File: src/rtl/sw_job_scheduler.sv
// sw_job_scheduler: queues scoring jobs, sequences them onto one SmithWaterman core and reduces its results
module sw_job_scheduler #(
  parameter int MATCH_BIT     = 4,
  parameter int CALC_BIT      = 12,
  parameter int MAX_T_NUM_BIT = 8,
  parameter int TAG_BIT       = 4,
  parameter int JOB_DEPTH     = 4,
  parameter int TMO_BIT       = 20
) (
  input  logic                     clk,
  input  logic                     rst,
  input  logic                     job_valid_i,
  output logic                     job_ready_o,
  input  logic [MATCH_BIT-1:0]     job_match_i,
  input  logic [MATCH_BIT-1:0]     job_mismatch_i,
  input  logic [MATCH_BIT-1:0]     job_alpha_i,
  input  logic [MATCH_BIT-1:0]     job_beta_i,
  input  logic [TAG_BIT-1:0]       job_tag_i,
  input  logic [TMO_BIT-1:0]       timeout_cycles_i,
  output logic                     sw_start_o,
  output logic [MATCH_BIT-1:0]     sw_match_o,
  output logic [MATCH_BIT-1:0]     sw_mismatch_o,
  output logic [MATCH_BIT-1:0]     sw_alpha_o,
  output logic [MATCH_BIT-1:0]     sw_beta_o,
  input  logic                     sw_busy_i,
  input  logic                     sw_valid_i,
  input  logic [CALC_BIT-1:0]      sw_max_result_i,
  input  logic [MAX_T_NUM_BIT-1:0] sw_match_idx_i,
  output logic                     res_valid_o,
  input  logic                     res_ready_i,
  output logic [TAG_BIT-1:0]       res_tag_o,
  output logic [CALC_BIT-1:0]      res_score_o,
  output logic [MAX_T_NUM_BIT-1:0] res_idx_o,
  output logic                     res_timeout_o,
  output logic                     idle_o
);
  localparam int PW = $clog2(JOB_DEPTH);
  localparam int JW = 4*MATCH_BIT + TAG_BIT;
  typedef enum logic [2:0] {IDLE, LOAD, START, WAIT_BUSY, RUN, SETTLE, REPORT, RECOVER} state_t;
  state_t state;
  logic [JW-1:0] mem [JOB_DEPTH];
  logic [JW-1:0] job;
  logic [PW-1:0] wr_ptr, rd_ptr;
  logic [PW:0] count;
  logic [TMO_BIT-1:0] tmo_cnt, tmo_nxt;
  logic [1:0] wait_cnt;
  logic [CALC_BIT-1:0] best;
  logic [MAX_T_NUM_BIT-1:0] idx;
  logic push, pop, better, hit;
  assign job_ready_o = count != (PW+1)'(JOB_DEPTH);
  assign push = job_valid_i && job_ready_o;
  assign pop = state == IDLE && count != '0;
  assign {sw_match_o, sw_mismatch_o, sw_alpha_o, sw_beta_o, res_tag_o} = job;
  assign res_score_o = best;
  assign res_idx_o = idx;
  assign idle_o = state == IDLE && count == '0;
  assign better = sw_valid_i && sw_max_result_i > best;
  assign tmo_nxt = tmo_cnt + 1'b1;
  assign hit = timeout_cycles_i != '0 && tmo_nxt == timeout_cycles_i;
  always_ff @(posedge clk)
    if (push) mem[wr_ptr] <= {job_match_i, job_mismatch_i, job_alpha_i, job_beta_i, job_tag_i};
  always_ff @(posedge clk)
    if (rst) begin
      wr_ptr <= '0;
      rd_ptr <= '0;
      count <= '0;
    end else begin
      wr_ptr <= wr_ptr + PW'(push);
      rd_ptr <= rd_ptr + PW'(pop);
      count <= count + (PW+1)'(push) - (PW+1)'(pop);
    end
  always_ff @(posedge clk)
    if (rst) begin
      state <= IDLE;
      job <= '0;
      sw_start_o <= 1'b0;
      res_valid_o <= 1'b0;
      res_timeout_o <= 1'b0;
      best <= '0;
      idx <= '0;
      tmo_cnt <= '0;
      wait_cnt <= '0;
    end else begin
      if ((state == RUN || state == SETTLE) && better) begin
        best <= sw_max_result_i;
        idx <= sw_match_idx_i;
      end
      case (state)
        IDLE: if (pop) begin
          job <= mem[rd_ptr];
          state <= LOAD;
        end
        LOAD: begin
          sw_start_o <= 1'b1;
          state <= START;
        end
        START: begin
          sw_start_o <= 1'b0;
          best <= '0;
          idx <= '0;
          tmo_cnt <= '0;
          wait_cnt <= '0;
          res_timeout_o <= 1'b0;
          state <= WAIT_BUSY;
        end
        WAIT_BUSY: if (sw_busy_i) state <= RUN;
          else if (wait_cnt == 2'd3) begin
            res_valid_o <= 1'b1;
            res_timeout_o <= 1'b1;
            state <= REPORT;
          end else wait_cnt <= wait_cnt + 2'd1;
        RUN: begin
          tmo_cnt <= tmo_nxt;
          if (hit) begin
            res_valid_o <= 1'b1;
            res_timeout_o <= 1'b1;
            state <= REPORT;
          end else if (!sw_busy_i) begin
            wait_cnt <= '0;
            state <= SETTLE;
          end
        end
        SETTLE: begin
          wait_cnt <= wait_cnt + 2'd1;
          if (wait_cnt == 2'd1) begin
            res_valid_o <= 1'b1;
            state <= REPORT;
          end
        end
        REPORT: if (res_ready_i) begin
          res_valid_o <= 1'b0;
          state <= res_timeout_o ? RECOVER : IDLE;
        end
        RECOVER: if (!sw_busy_i) state <= IDLE;
      endcase
    end
endmodule

File: config.mk
export PLATFORM = sky130hd
export DESIGN_NAME = sw_job_scheduler
export DESIGN_NICKNAME = d
export VERILOG_FILES = /design/src/rtl/sw_job_scheduler.sv
export SDC_FILE = /design/constraint.sdc
export NUM_CORES = 1
export LEC_CHECK = 0
export CAP_MARGIN = 40
export CORE_ASPECT_RATIO = 0.75
export CORE_MARGIN = 5
export CORE_UTILIZATION = 55
export DETAILED_ROUTE_END_ITERATION = 7
export PLACE_DENSITY_LB_ADDON = 0.08
export SETUP_SLACK_MARGIN = 0.5
export SYNTH_ARGS = -nofsm -noshare
export SYNTH_HDL_FRONTEND = slang
export SYNTH_SLANG_ARGS = --single-unit
File: constraint.sdc
create_clock -name clk -period 5.85 [get_ports clk]
set_clock_uncertainty 0.1 [all_clocks]
set_input_delay 1.755 -clock clk [delete_from_list [all_inputs] [get_ports clk]]
set_output_delay 1.755 -clock clk [all_outputs]
set_load 0.1 [all_outputs]
==> results of run 1 <==
[flip-flops by register name, summed over array words and instances (netlist names)]
register	count
count	3
sw_start_o	1
job	20
mem	80
res_valid_o	1
tmo_cnt	20
res_score_o	12
res_timeout_o	1
wr_ptr	2
wait_cnt	2
rd_ptr	2
state	3
res_idx_o	8
[cell families after synthesis]
| kind of cell | Yosys count |
|---|---|
| simple gates | 218 |
| compound gates | 125 |
| mux | 44 |
| fa+ha+maj | 23 |
| xor+xnor | 31 |
| flops | 155 |
| buf+inv | 68 |
[worst paths after layout]
path / depth (start not counted) / end / slack [ns]
max: 4 / idle_o / 1.76
min reg2reg: 2 / job[4]$_SDFFE_PP0P_ / 0.35
min: 2 / job[4]$_SDFFE_PP0P_ / 0.35
max reg2reg: 9 / state[0]$_SDFFE_PP0P_ / 2.46
[synth_stat cells, drive strengths merged, types with 2 or more instances]
library cell	n
edfxtp	80
dfxtp	75
nand2	72
nor2	61
a21oi	59
clkbuf	30
inv	27
o21ai	25
mux2i	24
ha	22
mux4	20
xnor2	20
nor4	15
nand3	13
buf	11
xor2	11
nor3	10
and3	9
nand4	8
nand2b	7
or3	6
a311oi	5
a211oi	4
a21o	4
nor2b	4
nor3b	4
a22o	3
a31oi	3
and4	3
or4	3
a21boi	2
o211a	2
o21a	2
o22ai	2
o31ai	2
o41ai	2
[report_power, final]
part	internal [mW]	switching [mW]
registers	1.28	0.0842
logic	0.605	0.920
clock network	0.693	0.469
[per-stage QoR]
stage	instance area (um^2)	setup WS [ns]	utilization [%]	std cells
after floorplan	7260	1.88	-	664
after global routing	9930	1.64	76.5	994
after global placement	8490	1.61	65.5	913
after CTS	9930	1.75	76.5	994
final	9930	1.76	76.5	994
after detailed placement	9300	1.51	71.7	962
[critical path: cells and delay by family, from the launching register on]
| kind | cells | cell delay (ns) |
|---|---|---|
| and+or+nand+nor | 1 | 0.23 |
| buffers and inverters | 3 | 0.87 |
| DFF | 1 | 0.71 |
[per-layer routing]
metal | share of wire [%] | global-route usage, % | vias to the layer above
met2 | 50 | 40.0 | 170
met4 | 1.7 | 7.39 | 0
li1 | - | - | 2715
met3 | 6.5 | 6.26 | 27
met5 | 0 | 0 | -
met1 | 42 | 29.6 | 2696
[area by class of cell]
class                      count  share of cell area (%)
inverter                      27                    1.02
multi-input combinational    441                    31.3
sequential                   155                    39.3
timing repair buffer         168                    19.9
tap                          171                    2.16
clock buffer                  18                    4.32
clock inverter                14                    2.00
==> results.ini, run 1 <==
[grt]
grt_max_degree=54
globalRouteTotalUtil_pct=23.5
overflow=0
grt_pass1_wl_um=28900
grt_pass1_vias=5881
antenna_found_initial=0

[synth]
synth_compound_area_share_pct=10.4
synth_area_leaders=edfxtp_1, dfxtp_1, mux4_2
synth_top_area_share_pct=33.1
synth.largest_area_cell=edfxtp_1
synthXorXnorAreaFrac_pct=3.74
yosys_warnings=0
synth_enable_flop_cells=80
yosysSeqAreaShare_pct=53.8
async_reset_ff_share_pct=0
synthesis.area_um2=7260
syn_nets=753
synth_cells=664
synth.mux.area_fraction_pct=9.51
synth-main-ff-cell=edfxtp_1
avgSynthCellArea_um2=10.9
synth_top_family_by_area=simple AND/OR/NAND/NOR gates
ys_types=61
synthSimpleGateAreaFrac_pct=14.7
ys_seq_elements=155
synthAdderAreaFrac_pct=4.07

[timing]
drv_slew=0
period_needed_ns=4.09
grt_setup_unrepaired=false
finalSetupViolCount=0
fmaxAchievable_ghz=0.245
slew_headroom_pct=47.1
fin_hold_ws_ns=0.352
worst_slew_pin_slew_ns=0.791
fin_crit_sh_pct=69.8
setup_tns_ns=0
hold_violations=0

[floorplan]
fp-row-count=36
core_area_um2=13000
start_util_pct=56.0
die-area_um2=15600
ios=111
die_h_um=110
die_w_um=143

[setup_path]
crit_chain=inv_1 -> and3_1 -> clkdlybuf4s50_1 -> buf_8
arrival_ns=2.23
slowest_stage=dfxtp_1
end_kind=output pin
max_stage_delay_ns=0.71
crit_fanout=18
startpoint=state[2]$_SDFFE_PP0P_
crit_type=flip-flop to output pin
worstReg2RegStart=tmo_cnt[0]$_SDFFE_PP0P_
start_kind=flip-flop
worstPathRequired_ns=3.99

[clocking]
cts_made_buffers=17
cts_tree=yes
hold_buffers=0
htree_levels=4
post_cts_buffers=0
clkTransAtPathRegs_ns=0.07
cts.sinks=155
cts_resized=0
clk-insertion-delay-late_ns=0.42
cts_root_buffer=clkbuf_16
clk_path_buf_depth=2

[routing]
drcViolationCount=0
postRouteAntennaNets=0
wl_um=17300
wire_per_inst_um=17.5
via_per_inst=5.64
via_count=5608
first_pass_iters=5
drt_iter0_drc=297

[final_layout]
layout_commonest_cell=clkdlybuf4s50_1
fill_cells=822
final_cell_mix=clkdlybuf4s50_1, edfxtp_1, dfxtp_1
multi_input_area_um2=3110
nets=899
area_growth_pct=36.7
register_area_um2=3900
antenna_cells=0
drive_above_1_share_pct=15.3

[power]
p_leak_nw=3.68
p_per_area_nw_per_um2=409
finalPower_mw=4.06
ir_worst_vdd_mv=0.491

[placed_design]
post-dp-hpwl_um=12000
port-buffer-count=110
place_congestion=0.915

[run_status]
status=complete, no violations

[worst_hold_path]
min_path_type=flip-flop to flip-flop
hold_start=job[4]$_SDFFE_PP0P_

[flow_run]
cap_violations=0

Note: power is estimated with default switching activity, not from simulation.
==> inputs of run 2 (changes only) <==
--- a/config.mk
+++ b/config.mk
@@ -8,7 +8,7 @@
 export CAP_MARGIN = 40
 export CORE_ASPECT_RATIO = 0.75
 export CORE_MARGIN = 5
-export CORE_UTILIZATION = 55
+export CORE_UTILIZATION = 54
 export DETAILED_ROUTE_END_ITERATION = 7
 export PLACE_DENSITY_LB_ADDON = 0.08
 export SETUP_SLACK_MARGIN = 0.5
==> constraint.sdc (replaced) <==
create_clock -name clk -period 3.9 [get_ports clk]
set_clock_uncertainty 0.1 [all_clocks]
set_input_delay 1.17 -clock clk [delete_from_list [all_inputs] [get_ports clk]]
set_output_delay 1.17 -clock clk [all_outputs]
set_load 0.1 [all_outputs]
==> results.ini, run 2 (synthesis results as in run 1) <==
[final_layout]
antenna_cells=0  ; unchanged
largest_register_ffs=80  ; unchanged
area_growth_pct=25.2
layout_commonest_cell=edfxtp_1
drive_above_1_share_pct=17.0  ; +1.7 points
top_regs=mem (80), job (20), tmo_cnt (20)
final_cell_mix=edfxtp_1, dfxtp_1, nand2_1
fill_cells=968  ; +18%
instances_no_fill=954  ; -4.0%
top_register=mem
nets=859  ; -4.4%

[run_status]
status=complete, no violations

[grt]
gr-usage-met2_pct=34.2  ; -5.8 points
antenna_found_initial=0  ; unchanged
grt_pass1_wl_um=26900  ; -6.9%
grt_max_degree=43  ; -20%
globalRouteTotalUtil_pct=21.1  ; -2.5 points
grt_pass1_vias=5492  ; -6.6%
overflow=0  ; unchanged
top_usage_layer=met2
grt_use_met3_pct=4.24  ; -2.0 points
grtUsageMet1_pct=28.6  ; -1.1 points

[power]
swShare_pct=38.0  ; +1.7 points
pwr-share-clk_pct=30.1  ; +1.4 points
p_comb_share_pct=33.9  ; -3.7 points
p_switching_mw=2.14  ; +45%
p_int_mw=3.49  ; +35%
p_per_area_nw_per_um2=620  ; +52%
finalPower_mw=5.63  ; +39%
ir_worst_vdd_mv=0.799  ; +63%
power_frac_seq_pct=36.0  ; +2.2 points
p_leak_nw=3.43  ; -6.7%

[routing]
via_per_inst=5.72  ; +1.4%
wire_per_inst_um=17.3  ; -1.1%
drt_iter0_drc=451  ; +52%
drcViolationCount=0  ; unchanged
first_pass_iters=5  ; unchanged
wl_um=16500  ; -5.1%
postRouteAntennaNets=0  ; unchanged
via_count=5457  ; -2.7%

[flow_run]
cap_violations=0  ; unchanged

[timing]
fin_crit_sh_pct=83.9
setup_tns_ns=0  ; unchanged
slew_headroom_pct=46.9  ; -0.18 points
worst_slack_ns=0.629  ; -1.14 ns
worst_slew_pin_slew_ns=0.794  ; +0.00273 ns
finalSetupViolCount=0  ; unchanged
drv_slew=0  ; unchanged
fmaxAchievable_ghz=0.306
hold_violations=0  ; unchanged
period_needed_ns=3.27
grt_setup_unrepaired=false

[floorplan]
ios=111  ; unchanged
die_h_um=110  ; +0.84%
start_util_pct=55.6  ; -0.39 points
die-area_um2=15900  ; +1.7%
fp-row-count=36  ; unchanged
die_w_um=144  ; +0.86%
core_area_um2=13100  ; +0.69%

[setup_path]
start_kind=primary input
startpoint=timeout_cycles_i[6]
end_kind=flip-flop
crit_fanout=7  ; -11
arrival_ns=3.45  ; +1.22 ns
r2r_setup_slack_ns=0.68  ; -1.78 ns
crit_type=primary input to flip-flop
worstPathRequired_ns=4.08  ; +0.09 ns
worstReg2RegStart=tmo_cnt[0]$_SDFFE_PP0P_

[placed_design]
post-dp-hpwl_um=11100  ; -7.1%
port-buffer-count=110  ; unchanged
dp_cells=922  ; -4.2%
dp_slack_ns=0.180  ; -1.33 ns
place_congestion=0.900  ; -1.6%

[clocking]
cts_tree=yes
clkTransAtPathRegs_ns=0.06  ; about the same
cts_root_buffer=clkbuf_16
hold_buffers=0  ; unchanged
cts.sinks=155  ; unchanged
post_cts_buffers=0  ; unchanged
cts_made_buffers=17  ; unchanged
clk_path_buf_depth=2  ; unchanged
clk-insertion-delay-late_ns=0.42  ; about the same
htree_levels=4  ; unchanged

[worst_hold_path]
min_path_type=flip-flop to flip-flop
hold_start=res_valid_o$_SDFFE_PP0P_

## run 2: final cells by class
cell class / count / area (um^2) / share of cell area, %
clock inverter: 14 / 166 / 1.83
tap: 171 / 214 / 2.35
sequential: 155 / 3900 / 43.0
inverter: 27 / 101 / 1.12
multi-input combinational: 441 / 3130 / 34.4
clock buffer: 18 / 439 / 4.83
timing repair buffer: 128 / 1140 / 12.5
## run 2: worst max-delay path, cell delays in order
cell and delay [ns]:
clkdlybuf4s50_1 0.44, xnor2_1 0.32, a21oi_1 0.11, or3_1 0.38
nor4_1 0.16, and4_1 0.22, and4_1 0.37, o21ai_0 0.11
nor3b_2 0.19
## run 2: routing by layer
metal / routed length (um) / vias up
li1: - / 2636
met1: 7300 / 2623
met2: 7920 / 184
met3: 1090 / 14
met4: 162 / 0
met5: 0 / -
## run 2: final timing paths
check	to	cells after the start
worst min-delay path	res_valid_o$_SDFFE_PP0P_	2
worst max-delay path	state[0]$_SDFFE_PP0P_	9
worst max register to register	state[0]$_SDFFE_PP0P_	8
worst min register to register	res_valid_o$_SDFFE_PP0P_	2
## run 2: timing repair
action | CTS | global route
gates resized for setup | 0 | 2
setup endpoints to repair | 0 | 10
endpoints found under the hold margin | 0 | 0
## run 2: power groups by stage
stage          Sequential (mW)  Clock (mW)  Combinational, mW
2_1_floorplan             2.67           0              0.796
3_3_place_gp              2.07           0               1.86
3_5_place_dp              2.06           0               1.92
4_1_cts                   2.03        1.72               1.93
5_1_grt                   2.05        1.80               2.05
6_report                  2.03        1.69               1.91
## run 2: stage by stage
step,cell area (um^2),utilization [%],hold slack [ns]
after detailed placement,8470,64.8,0.341
after floorplan,7260,-,0.351
after global placement,8440,64.6,0.344
after CTS,9070,69.4,0.350
final,9090,69.6,0.349
after global routing,9090,69.6,0.378
==> inputs of run 3 (changes only) <==
--- a/config.mk
+++ b/config.mk
@@ -8,7 +8,7 @@
 export CAP_MARGIN = 40
 export CORE_ASPECT_RATIO = 0.75
 export CORE_MARGIN = 5
-export CORE_UTILIZATION = 54
+export CORE_UTILIZATION = 49
 export DETAILED_ROUTE_END_ITERATION = 7
 export PLACE_DENSITY_LB_ADDON = 0.08
 export SETUP_SLACK_MARGIN = 0.5
==> constraint.sdc (replaced) <==
create_clock -name clk -period 2.9 [get_ports clk]
set_clock_uncertainty 0.1 [all_clocks]
set_input_delay 0.87 -clock clk [delete_from_list [all_inputs] [get_ports clk]]
set_output_delay 0.87 -clock clk [all_outputs]
set_load 0.1 [all_outputs]
==> results.ini, run 3 (synthesis results as in run 1) <==
[run_status]
status=complete, no violations

[timing]
fin_crit_sh_pct=86.4
slew_headroom_pct=60.1  ; +13 points
worst_slack_ns=0.393  ; -0.236 ns
period_needed_ns=2.51
drv_slew=0  ; unchanged
worst_slew_pin_slew_ns=0.596  ; -0.198 ns
hold_violations=0  ; unchanged
finalSetupViolCount=0  ; unchanged
fin_hold_ws_ns=0.354  ; +0.00453 ns
grt_setup_unrepaired=true
fmaxAchievable_ghz=0.399

[floorplan]
fp-row-count=38  ; +5.6%
core_area_um2=14500  ; +11%
die_w_um=151  ; +4.6%
start_util_pct=50.1  ; -5.5 points
ios=111  ; unchanged
die-area_um2=17400  ; +9.4%
die_h_um=115  ; +4.5%

[clocking]
htree_levels=4  ; unchanged
clk_path_buf_depth=2  ; unchanged
cts_made_buffers=17  ; unchanged
cts.sinks=155  ; unchanged
cts_tree=yes
hold_buffers=0  ; unchanged
cts_root_buffer=clkbuf_16
clkTransAtPathRegs_ns=0.06  ; about the same
clk-insertion-delay-late_ns=0.42  ; about the same

[final_layout]
antenna_cells=0  ; unchanged
nets=913  ; +6.3%
top_register=mem
layout_commonest_cell=buf_4
area_growth_pct=37.9
final_cell_mix=buf_4, edfxtp_1, nand2_1
drive_above_1_share_pct=33.9  ; +17 points
largest_register_ffs=80  ; unchanged
top_regs=mem (80), job (20), tmo_cnt (20)

[setup_path]
arrival_ns=2.75  ; -0.70 ns
worstReg2RegStart=tmo_cnt[1]$_SDFFE_PP0P_
r2r_cells=10  ; +2
end_kind=flip-flop
worstPathRequired_ns=3.14  ; -0.94 ns
crit_fanout=5  ; -2
r2r_setup_slack_ns=0.41  ; -0.27 ns
crit_type=primary input to flip-flop
timing.rr.end=state[2]$_SDFFE_PP0P_
start_kind=primary input

[grt]
gr-usage-met2_pct=36.4  ; +2.1 points
top_usage_layer=met2
grt_pass1_vias=5720  ; +4.2%
antenna_found_initial=0  ; unchanged
grt_max_degree=40  ; -7.0%
grtUsageMet1_pct=25.9  ; -2.6 points
overflow=0  ; unchanged
globalRouteTotalUtil_pct=21.1  ; +0.050 points
grt_use_met3_pct=5.00  ; +0.77 points
grt_pass1_wl_um=28700  ; +6.9%

[worst_hold_path]
hold_start=job[12]$_SDFFE_PP0P_
hold_end=job[12]$_SDFFE_PP0P_
min_path_type=flip-flop to flip-flop
hold_depth=2  ; unchanged

[routing]
drcViolationCount=0  ; unchanged
drt_iter0_drc=501  ; +11%
via_count=5688  ; +4.2%
postRouteAntennaNets=0  ; unchanged
wl_um=17700  ; +7.4%
wire_per_inst_um=17.1  ; -1.2%
via_per_inst=5.49  ; -4.1%
first_pass_iters=5  ; unchanged

[placed_design]
post-dp-hpwl_um=11500  ; +3.5%
port-buffer-count=110  ; unchanged
place_congestion=0.864  ; -4.1%
dp_slack_ns=-0.386  ; -0.566 ns

[power]
p_per_area_nw_per_um2=772  ; +25%
ir_worst_vdd_mv=0.679  ; -15%
finalPower_mw=7.73  ; +37%
p_leak_nw=3.86  ; +12%

[flow_run]
cap_violations=0  ; unchanged

-- run 3: per-stage QoR --
step	setup TNS [ns]	utilization [%]	area (um^2)	cells
floorplan	0	-	7520	664
global placement	-4.35	62.0	8990	980
detailed placement	-5.11	62.0	8990	980
CTS	0	68.2	9890	1027
global route	0	69.0	10000	1037
finish	0	69.0	10000	1037
-- run 3: final cells by class --
class,instances,area [um^2]
Timing Repair Buffer,182,1550
Tap cell,200,250
Inverter,27,104
Clock inverter,13,129
Clock buffer,19,453
Multi-Input combinational cell,441,3570
Sequential cell,155,3960
Fill cell,1089,4490
-- run 3: repair_timing --
action | 4_1_cts | 5_1_grt
gates resized for setup | 109 | 33
cloned | 0 | 0
setup endpoints to repair | 29 | 28
setup buffers | 15 | 10
pin swaps | 36 | 25
-- run 3: report_power, final --
| group | total (mW) | switching (mW) | internal [mW] |
|---|---|---|---|
| sequential | 2.73 | 0.135 | 2.59 |
| combinational | 2.83 | 1.88 | 0.948 |
| clock | 2.17 | 0.924 | 1.25 |
| total | 7.73 | 2.94 | 4.79 |
-- run 3: how the worst max path moves through the flow --
stage | from | end | slack [ns] | depth (start not counted)
after global routing | tmo_cnt[8]$_SDFFE_PP0P_ | state[2]$_SDFFE_PP0P_ | 0.31 | 10
after detailed placement | timeout_cycles_i[6] | state[2]$_SDFFE_PP0P_ | -0.39 | 10
final | timeout_cycles_i[6] | state[2]$_SDFFE_PP0P_ | 0.39 | 10
after floorplan | state[2]$_SDFFE_PP0P_ | count[2]$_SDFF_PP0_ | 0.39 | 12
after global placement | timeout_cycles_i[6] | state[2]$_SDFFE_PP0P_ | -0.34 | 10
after CTS | tmo_cnt[1]$_SDFFE_PP0P_ | state[2]$_SDFFE_PP0P_ | 0.41 | 10
-- run 3: critical path, stage by stage --
cell     delay (ns)
buf_4          0.13
xnor2_4        0.17
a21oi_1        0.09
or3_4          0.40
nor4_2         0.27
and4_1         0.21
and4_4         0.24
buf_6          0.12
a21oi_2        0.05
mux2i_1        0.19
-- run 3: routing by layer --
metal / vias up / wire [um]
met5: - / 0
met4: 0 / 376
met3: 38 / 995
met2: 178 / 8830
met1: 2728 / 7480
li1: 2744 / -
